===== config.mk =====
export PLATFORM = sky130hd
export DESIGN_NAME = led_matrix_scan_ctrl
export DESIGN_NICKNAME = d
export VERILOG_FILES = /design/src/rtl/led_matrix_scan_ctrl.sv
export SDC_FILE = /design/constraint.sdc
export NUM_CORES = 1
export LEC_CHECK = 0
export CAP_MARGIN = 20
export CORE_ASPECT_RATIO = 0.7
export CORE_MARGIN = 1.5
export CORE_UTILIZATION = 35
export DETAILED_ROUTE_END_ITERATION = 12
export PLACE_DENSITY = 0.59
export SLEW_MARGIN = 20
export SYNTH_ARGS = -nofsm -noshare
export SYNTH_HDL_FRONTEND = slang
export SYNTH_SLANG_ARGS = --single-unit

===== constraint.sdc =====
create_clock -name clk -period 3.9 [get_ports clk]
set_input_delay 1.17 -clock clk [delete_from_list [all_inputs] [get_ports clk]]
set_output_delay 1.17 -clock clk [all_outputs]
set_load 0.01 [all_outputs]

===== src/rtl/led_matrix_scan_ctrl.sv =====
// Row scanner for an 8x8 red/green LED matrix: fetches the next row into a shadow buffer while the current row is displayed.
// Optional macro LED_SCAN_BLANKING_EN blanks all LED outputs for one clk after every tick-driven row change.
module led_matrix_scan_ctrl #(
    parameter logic LED_ACTIVE_LEVEL = 1'b1
) (
    input  logic       clk,
    input  logic       rst,
    input  logic       en,
    input  logic       scan_tick,
    input  logic       flicker_phase,
    input  logic       screen_flicker_en,
    input  logic       point_flicker_en,
    input  logic [5:0] point_flicker_pos,
    input  logic       point_flicker_color,
    input  logic       color_flicker_en,
    input  logic       color_flicker_color,
    input  logic       mem_busy,
    output logic       mem_en,
    input  logic       mem_valid,
    output logic [5:0] mem_addr,
    input  logic [1:0] mem_data,
    output logic [7:0] led_row,
    output logic [7:0] led_col_red,
    output logic [7:0] led_col_green
);

    localparam int COLS = 8;

    typedef enum logic [1:0] {
        ST_IDLE = 2'd0,
        ST_REQ  = 2'd1,
        ST_WAIT = 2'd2,
        ST_DONE = 2'd3
    } fetch_state_t;

    fetch_state_t state_r;
    fetch_state_t state_s;

    logic [2:0] cur_row_r;
    logic [2:0] fetch_row_r;
    logic [2:0] col_r;
    logic [1:0] display_r [COLS];
    logic [1:0] shadow_r  [COLS];

    logic       blank_s;
    logic       drive_s;
    logic       scr_blank_s;
    logic       cf_red_off_s;
    logic       cf_green_off_s;
    logic [7:0] pt_hit_s;
    logic [7:0] row_s;
    logic [7:0] red_s;
    logic [7:0] green_s;

    // A tick in the same cycle suppresses the request, since that fetch would be abandoned anyway.
    assign mem_en   = (state_r == ST_REQ) & ~mem_busy & en & ~scan_tick;
    assign mem_addr = {fetch_row_r, col_r};

    // Fetch FSM state register.
    always_ff @(posedge clk or posedge rst) begin
        if (rst) begin
            state_r <= ST_IDLE;
        end else begin
            state_r <= state_s;
        end
    end

    // Fetch FSM next-state logic; disable and tick override the handshake progress.
    always_comb begin
        state_s = state_r;
        if (!en) begin
            state_s = ST_IDLE;
        end else if (scan_tick) begin
            state_s = ST_REQ;
        end else begin
            case (state_r)
                ST_IDLE: state_s = ST_REQ;
                ST_REQ: begin
                    if (!mem_busy) state_s = ST_WAIT;
                    else           state_s = ST_REQ;
                end
                ST_WAIT: begin
                    if (mem_valid) begin
                        if (col_r == 3'd7) state_s = ST_DONE;
                        else               state_s = ST_REQ;
                    end else begin
                        state_s = ST_WAIT;
                    end
                end
                ST_DONE: state_s = ST_DONE;
                default: state_s = ST_IDLE;
            endcase
        end
    end

    // Row pointers, column counter, shadow fill and shadow-to-display swap.
    always_ff @(posedge clk or posedge rst) begin
        if (rst) begin
            cur_row_r   <= 3'd7;
            fetch_row_r <= 3'd0;
            col_r       <= 3'd0;
            for (int i = 0; i < COLS; i++) begin
                display_r[i] <= 2'b00;
                shadow_r[i]  <= 2'b00;
            end
        end else if (!en) begin
            cur_row_r   <= 3'd7;
            fetch_row_r <= 3'd0;
            col_r       <= 3'd0;
            for (int i = 0; i < COLS; i++) begin
                display_r[i] <= 2'b00;
                shadow_r[i]  <= 2'b00;
            end
        end else if (scan_tick) begin
            // Columns not yet fetched were cleared, so they display as off.
            cur_row_r   <= fetch_row_r;
            fetch_row_r <= fetch_row_r + 3'd1;
            col_r       <= 3'd0;
            for (int i = 0; i < COLS; i++) begin
                display_r[i] <= shadow_r[i];
                shadow_r[i]  <= 2'b00;
            end
        end else if (state_r == ST_IDLE) begin
            col_r <= 3'd0;
            for (int i = 0; i < COLS; i++) begin
                shadow_r[i] <= 2'b00;
            end
        end else if ((state_r == ST_WAIT) && mem_valid) begin
            shadow_r[col_r] <= mem_data;
            if (col_r != 3'd7) begin
                col_r <= col_r + 3'd1;
            end else begin
                col_r <= col_r;
            end
        end else begin
            col_r <= col_r;
        end
    end

`ifdef LED_SCAN_BLANKING_EN
    logic blank_r;

    // One-clk anti-ghosting blank following each row change.
    always_ff @(posedge clk or posedge rst) begin
        if (rst) begin
            blank_r <= 1'b0;
        end else begin
            blank_r <= en & scan_tick;
        end
    end

    assign blank_s = blank_r;
`else
    assign blank_s = 1'b0;
`endif

    assign drive_s        = en & ~rst & ~blank_s;
    assign scr_blank_s    = screen_flicker_en & ~flicker_phase;
    assign cf_red_off_s   = color_flicker_en & ~flicker_phase & ~color_flicker_color;
    assign cf_green_off_s = color_flicker_en & ~flicker_phase &  color_flicker_color;

    // Pixel composition: screen blank beats point flicker, which beats colour-masked base data.
    always_comb begin
        row_s    = 8'h00;
        red_s    = 8'h00;
        green_s  = 8'h00;
        pt_hit_s = 8'h00;
        if (drive_s) begin
            row_s[cur_row_r] = 1'b1;
            for (int c = 0; c < COLS; c++) begin
                pt_hit_s[c] = point_flicker_en & (point_flicker_pos == {cur_row_r, 3'(c)});
                red_s[c]    = scr_blank_s ? 1'b0 :
                              (pt_hit_s[c] ? (flicker_phase & ~point_flicker_color)
                                           : (display_r[c][1] & ~cf_red_off_s));
                green_s[c]  = scr_blank_s ? 1'b0 :
                              (pt_hit_s[c] ? (flicker_phase & point_flicker_color)
                                           : (display_r[c][0] & ~cf_green_off_s));
            end
        end else begin
            row_s   = 8'h00;
            red_s   = 8'h00;
            green_s = 8'h00;
        end
    end

    assign led_row       = (LED_ACTIVE_LEVEL == 1'b1) ? row_s   : ~row_s;
    assign led_col_red   = (LED_ACTIVE_LEVEL == 1'b1) ? red_s   : ~red_s;
    assign led_col_green = (LED_ACTIVE_LEVEL == 1'b1) ? green_s : ~green_s;

endmodule


==> results of run 1 <==
kinds of logic after synthesis:
| group | synth area share |
|---|---|
| adder cells (fa/ha/maj) | 0.0151 |
| AND/OR/NAND/NOR | 0.235 |
| multiplexers | 0.206 |
| buffers and inverters | 0.0303 |
| XOR/XNOR | 0.0278 |
| AO/OA/AOI/OAI | 0.0505 |
| flip-flops | 0.436 |
worst max-delay path, delay by kind of cell:
family	cells	cell delay (ns)
buffers and inverters	3	0.67
XOR/XNOR	1	0.19
multiplexers	1	0.33
AND/OR/NAND/NOR	1	0.32
stage by stage:
stage / setup WS, ns / instances
detailed placement: -0.373 / 399
global route: -0.000409 / 411
global placement: -0.355 / 399
finish: 0.0595 / 411
floorplan: 0.00311 / 251
CTS: 0.00574 / 411
state kept, by name, indices dropped and copies added, names as in the netlist:
name and count:
col_r 3, cur_row_r 3, display_r 16, state_r 2, fetch_row_r 3, shadow_r 16
worst min-delay path by stage:
stage                      start            to  slack, ns
floorplan            shadow_r[8]   shadow_r[8]       0.49
global placement     shadow_r[3]   shadow_r[3]       0.51
detailed placement   shadow_r[9]   shadow_r[9]       0.52
CTS                 shadow_r[12]  shadow_r[12]       0.53
global route        shadow_r[10]  shadow_r[10]       0.56
finish              shadow_r[12]  shadow_r[12]       0.53
layout make-up:
cell class / instances / area share
inverter: 3 / 0.00334
timing repair buffer: 71 / 0.196
sequential: 43 / 0.321
clock buffer: 6 / 0.0215
tap: 94 / 0.0349
clock inverter: 2 / 0.00371
multi-input combinational: 192 / 0.420
report_power, final:
part | internal, uW | switching (uW) | total (uW)
Sequential | 454 | 13.1 | 467
Combinational | 69.3 | 73.5 | 143
Clock | 125 | 150 | 276
per-layer routing:
layer,vias up,GRT usage,part of all wire
met5,-,0,0
met4,0,0.0370,0.0063
met1,915,0.259,0.55
met3,4,0.0346,0.037
met2,41,0.252,0.40
li1,984,-,-
synth_stat cells:
cell type | number | area [um^2]
and2_1 | 2 | 12.5
nand3_2 | 2 | 20.0
o21bai_1 | 1 | 7.51
xor2_1 | 3 | 26.3
nor3_2 | 1 | 10.0
nor4_2 | 1 | 12.5
nor3_1 | 5 | 25.0
dfrtp_1 | 40 | 1000
xor2_2 | 1 | 16.3
buf_4 | 2 | 15.0
a21oi_1 | 8 | 40.0
nand3_1 | 4 | 20.0
nand2b_1 | 7 | 43.8
mux2_2 | 8 | 90.1
inv_1 | 3 | 11.3
nor2b_1 | 19 | 119
nor2_1 | 32 | 120
nand3b_1 | 3 | 22.5
mux2i_1 | 42 | 420
nor3_4 | 1 | 16.3
o21ai_0 | 2 | 10.0
nor3b_1 | 6 | 45.0
nor4_1 | 1 | 6.26
xnor2_1 | 3 | 26.3
clkbuf_1 | 5 | 18.8
nand2_1 | 27 | 101
dfstp_2 | 3 | 78.8
o21a_1 | 1 | 7.51
and2b_1 | 1 | 7.51
o211ai_1 | 8 | 60.1
buf_2 | 6 | 30.0
ha_1 | 3 | 37.5
repair_timing:
action,CTS,global route
pin swaps,6,5
hold endpoints to repair,0,0
setup endpoints to repair,25,11
gates resized for setup,46,8
setup buffers,3,0
gates cloned,1,0
cell usage in the layout, fill, tap and decap left out, types with 3 or more instances in the layout:
master,netlist,routed
buf_4,2,19
nor3_1,5,4
nand2_1,27,23
nand2b_1,7,6
clkbuf_8,0,5
dfstp_2,3,3
mux2_2,8,6
nor2b_1,19,19
inv_1,3,3
nand2_2,0,4
clkdlybuf4s50_1,0,21
o211ai_1,8,8
ha_1,3,3
dlygate4sd2_1,0,25
xnor2_1,3,3
nand3_2,2,4
nor3b_1,6,5
dfrtp_1,40,40
a21oi_1,8,8
nand3b_1,3,3
mux2i_1,42,41
nor2_1,32,32
==> metrics, run 1 <==
final net count ~340; CP max stage cell mux2_4; share of cells above drive strength 1 0.186; Finished Cell Area between 3000 and 4000 um^2; Root Buffer clkbuf_8; register area between 1000 and 1500 um^2; IO Pins between 50 and 60; setup TNS 0 ns; FILL cells 660; post-layout util 0.496; flops & latches, synth 43; DR DRC count 0; Chip Height 73.4 um; Design Power approximately 890 uW; Final Cycle Share 0.985; warning count from the yosys run 0; initial antenna violation count 0; FMAX 0.260 GHz; Longest Clk Path Bufs 2; Max-cap violations 0; critical path, cell by cell dlygate4sd2_1, xor2_4, buf_4, nor4_4, mux2_4, clkdlybuf4s15_2; Slew headroom 0.589; later-pin clock latency in the skew report 0.29 ns; DP Area between 3000 and 4000 um^2; num rows 25; Avg WL per Cell 14.7 um; worst setup path end led_col_red[6]; PwrDens roughly 260 nW/um^2; first drt pass iteration count 4; placed wire-length estimate about 4400 um; hold buffer count at CTS 0; number of clock sinks 43; Syn Inst Count approximately 250; Area Overhead vs Synth 35.9%; CTS tree yes; r2r startpoint col_r[0]; H-tree level count 2; Reg2Reg Depth 5; Multi-input gate area 1410 um^2; Placer Congestion between 0.8 and 0.9; vias between 1500 and 2000; syn_nets about 270; Mean Syn Cell Area around 9.9 um^2; Startpoint Class input pin; IR drop worst, VDD roughly 0.13 mV; CP Max Fanout 3; clk slew on worst S/H paths around 0.07 ns; Congestion Overflow GR 0; DRT iter0 DRCs approximately 120; Worst path max stage delay around 0.33 ns; Pins Over Slew Limit 0; clock period minus worst slack ~3.8 ns; r2r endpoint col_r[1]; Arr. time, crit path 2.67 ns; kind of critical path input pin to output port; post-route ant nets 0; largest net degree at the start of global routing 44; hold path depth 2; Worst EP required approximately 2.7 ns; Slew @ Worst Pin between 0.6 and 0.7 ns; vias in the first global route roughly 2000; Die X a little over 100 um; Core Area 6790 um^2; CTS Buf Count 5; Worst Hold Class flip-flop to flip-flop; Initial Util 0.365; clock skew approximately 0.012 ns; Netlist cell types 32; CP endpoint kind output port; leakage 0.00160 uW; GR Util All Layers 0.171; n_diodes 0; final hold vios 0; minimum hold slack approximately 0.53 ns; FF-to-FF setup slack between 2 and 2.5 ns; first-pass GRT wire length roughly 10000 um; die area about 7600 um^2; Worst Setup SP point_flicker_pos[5]; status complete, no violations; post-synthesis sequential area ratio 0.436; final WL between 6000 and 7000 um; Netlist Area Pre-Place roughly 2500 um^2; setup violators final 0; routed vias/inst ~4.7; Port Buffer Count 50
No activity file was read; power rests on OpenSTA's default activity.
==> inputs of run 2 (changes only) <==
--- a/config.mk
+++ b/config.mk
@@ -11,7 +11,7 @@
 export CORE_UTILIZATION = 35
 export DETAILED_ROUTE_END_ITERATION = 12
 export PLACE_DENSITY = 0.59
-export SLEW_MARGIN = 20
+export SLEW_MARGIN = 5
 export SYNTH_ARGS = -nofsm -noshare
 export SYNTH_HDL_FRONTEND = slang
 export SYNTH_SLANG_ARGS = --single-unit
==> results of run 2 <==
The final DEF is identical to that of run 1; final timing and power are the same.
==> inputs of run 3 (changes only) <==
--- a/config.mk
+++ b/config.mk
@@ -6,7 +6,7 @@
 export NUM_CORES = 1
 export LEC_CHECK = 0
 export CAP_MARGIN = 20
-export CORE_ASPECT_RATIO = 0.7
+export CORE_ASPECT_RATIO = 1.4
 export CORE_MARGIN = 1.5
 export CORE_UTILIZATION = 35
 export DETAILED_ROUTE_END_ITERATION = 12
==> metrics, run 3 (synthesized netlist as in run 1, its figures left out) <==
net switching power of the design 237 uW (+0.17%); Worst path max stage delay 0.49 ns (+0.16 ns); Slew @ Worst Pin 0.624 ns (+0.00935 ns); Sequential Power Share 0.495 (-0.033); CTS tree yes; Avg WL per Cell 14.3 um (-3.1%); IO Pins 51 (unchanged); minimum hold slack 0.526 ns (+0.000186 ns); commonest non-fill, non-tap cell in the layout mux2i_1; hold buffer count at CTS 0 (unchanged); vias 2004 (+3.1%); RSZ-0062 raised after global routing false; Arr. time, crit path 2.67 ns (about the same); DR DRC count 0 (unchanged); DRT iter0 DRCs 64 (-44%); FILL cells 684 (+3.6%); share of cells above drive strength 1 0.182 (-0.00459); Congestion Overflow GR 0 (unchanged); Pins Over Slew Limit 0 (unchanged); Final Cycle Share 0.984 (-0.00108); commonest cells after routing, fill and taps aside 42 x mux2i_1, 40 x dfrtp_1, 32 x nor2_1; Placer Congestion 0.953 (+7.9%); fin worst setup slack 0.0637 ns (+0.00422 ns); largest net degree at the start of global routing 44 (unchanged); status complete, no violations; first drt pass iteration count 4 (unchanged); Pint 707 uW (+8.9%); number of clock sinks 43 (unchanged); final hold vios 0 (unchanged); Longest Clk Path Bufs 2 (unchanged); Worst EP required 2.73 ns (about the same); CP endpoint kind output port; leakage 0.00158 uW (-1.3%); Slew headroom 0.583 (-0.00625); dpl cells 398 (-0.25%); Startpoint Class input pin; Root Buffer clkbuf_8; initial antenna violation count 0 (unchanged); clock period minus worst slack 3.84 ns (-0.00422 ns); critical path, cell by cell clkdlybuf4s50_1, nor2b_1, buf_4, buf_4, nand2_1, nor2_1, mux2_2, dlygate4sd2_1; Core Area 6890 um^2 (+1.5%); CTS Buf Count 5 (unchanged); setup violators final 0 (unchanged); Top Registers display_r: 16 flops, shadow_r: 16 flops; clk slew on worst S/H paths 0.08 ns (about the same); num rows 36 (+44%); GR Util All Layers 0.162 (-0.00906); IR drop worst, VDD 0.371 mV (+180%); Port Buffer Count 50 (unchanged); CP Max Fanout 9 (+6); Chip Height 103 um (+40%); routed vias/inst 4.90 (+3.6%); n_diodes 0 (unchanged); most used cell, CP buf_4; part of the power in combinational logic 0.140 (-0.021); final net count 336 (-0.88%); H-tree level count 2 (unchanged); switch share 0.251 (-0.0160); first-pass GRT wire length 9410 um (-8.3%); later-pin clock latency in the skew report 0.30 ns (about the same); Final Non-Filler Cells 409 (-0.49%); placed wire-length estimate 4350 um (-1.7%); CP max stage cell clkdlybuf4s50_1; post-route ant nets 0 (unchanged); FMAX 0.261 GHz (+0.11%); kind of critical path input pin to output port; vias in the first global route 1901 (-2.9%); clock power share 0.365 (+0.054); clock skew 0.00784 ns (-0.00394 ns); Die X 74.1 um (-28%); setup slack at placement -0.456 ns (-0.0830 ns); Initial Util 0.360 (-0.00550); Area Overhead vs Synth 34.2%; PwrDens 284 nW/um^2 (+7.9%); Max-cap violations 0 (unchanged); final WL 5840 um (-3.6%); die area 7600 um^2 (about the same); Worst Hold Class flip-flop to flip-flop
==> run 3: final cells by class <==
type	count	area [um^2]	share of cell area
Tap cell	95	119	0.0357
Multi-Input combinational cell	192	1410	0.423
Sequential cell	43	1080	0.325
Inverter	3	11.3	0.00338
Clock inverter	3	43.8	0.0132
Timing Repair Buffer	68	596	0.179
Clock buffer	5	68.8	0.0207
==> run 3: power groups by stage <==
stage          registers (uW)  clock network, uW  logic, uW
3_3_place_gp              474                  0        126
4_1_cts                   467                358        134
3_5_place_dp              474                  0        127
5_1_grt                   469                375        146
2_1_floorplan             469                  0       75.2
6_report                  467                344        133
==> run 3: per-stage QoR <==
step	util	instance area (um^2)	total power, uW	setup TNS, ns
floorplan	-	2480	545	0
global placement	0.457	3150	600	-6.84
detailed placement	0.457	3150	601	-6.85
CTS	0.483	3330	960	-0.0404
global route	0.483	3330	990	0
finish	0.483	3330	944	0
==> run 3: worst max-delay path, delay by kind of cell <==
family	cells	cell delay, ns
buffers and inverters	4	1.08
muxes	1	0.26
and+or+nand+nor	3	0.14
==> run 3: final timing paths <==
check                                  from              to  slack (ns)  depth (start not counted)
worst max register to register     col_r[0]        col_r[1]        2.07                          5
max in group asynchronous               rst     shadow_r[3]        2.13                          3
worst min register to register  shadow_r[3]     shadow_r[3]        0.53                          2
min in group asynchronous               rst  fetch_row_r[0]        1.40                          3
worst min-delay path            shadow_r[3]     shadow_r[3]        0.53                          2
worst max-delay path                    rst  led_col_red[3]        0.06                          8
==> run 3: timing repair <==
action / 4_1_cts / 5_1_grt
resized for setup: 53 / 7
buffers inserted: 2 / 1
endpoints found under the setup margin: 24 / 13
hold endpoints to repair: 0 / 0
pin swaps: 7 / 1
==> run 3: metal layers <==
metal | global-route usage | part of all wire | vias to the layer above
li1 | - | - | 984
met1 | 0.209 | 0.44 | 953
met2 | 0.261 | 0.49 | 54
met3 | 0.0225 | 0.038 | 13
met4 | 0.0869 | 0.034 | 0
met5 | 0 | 0 | -
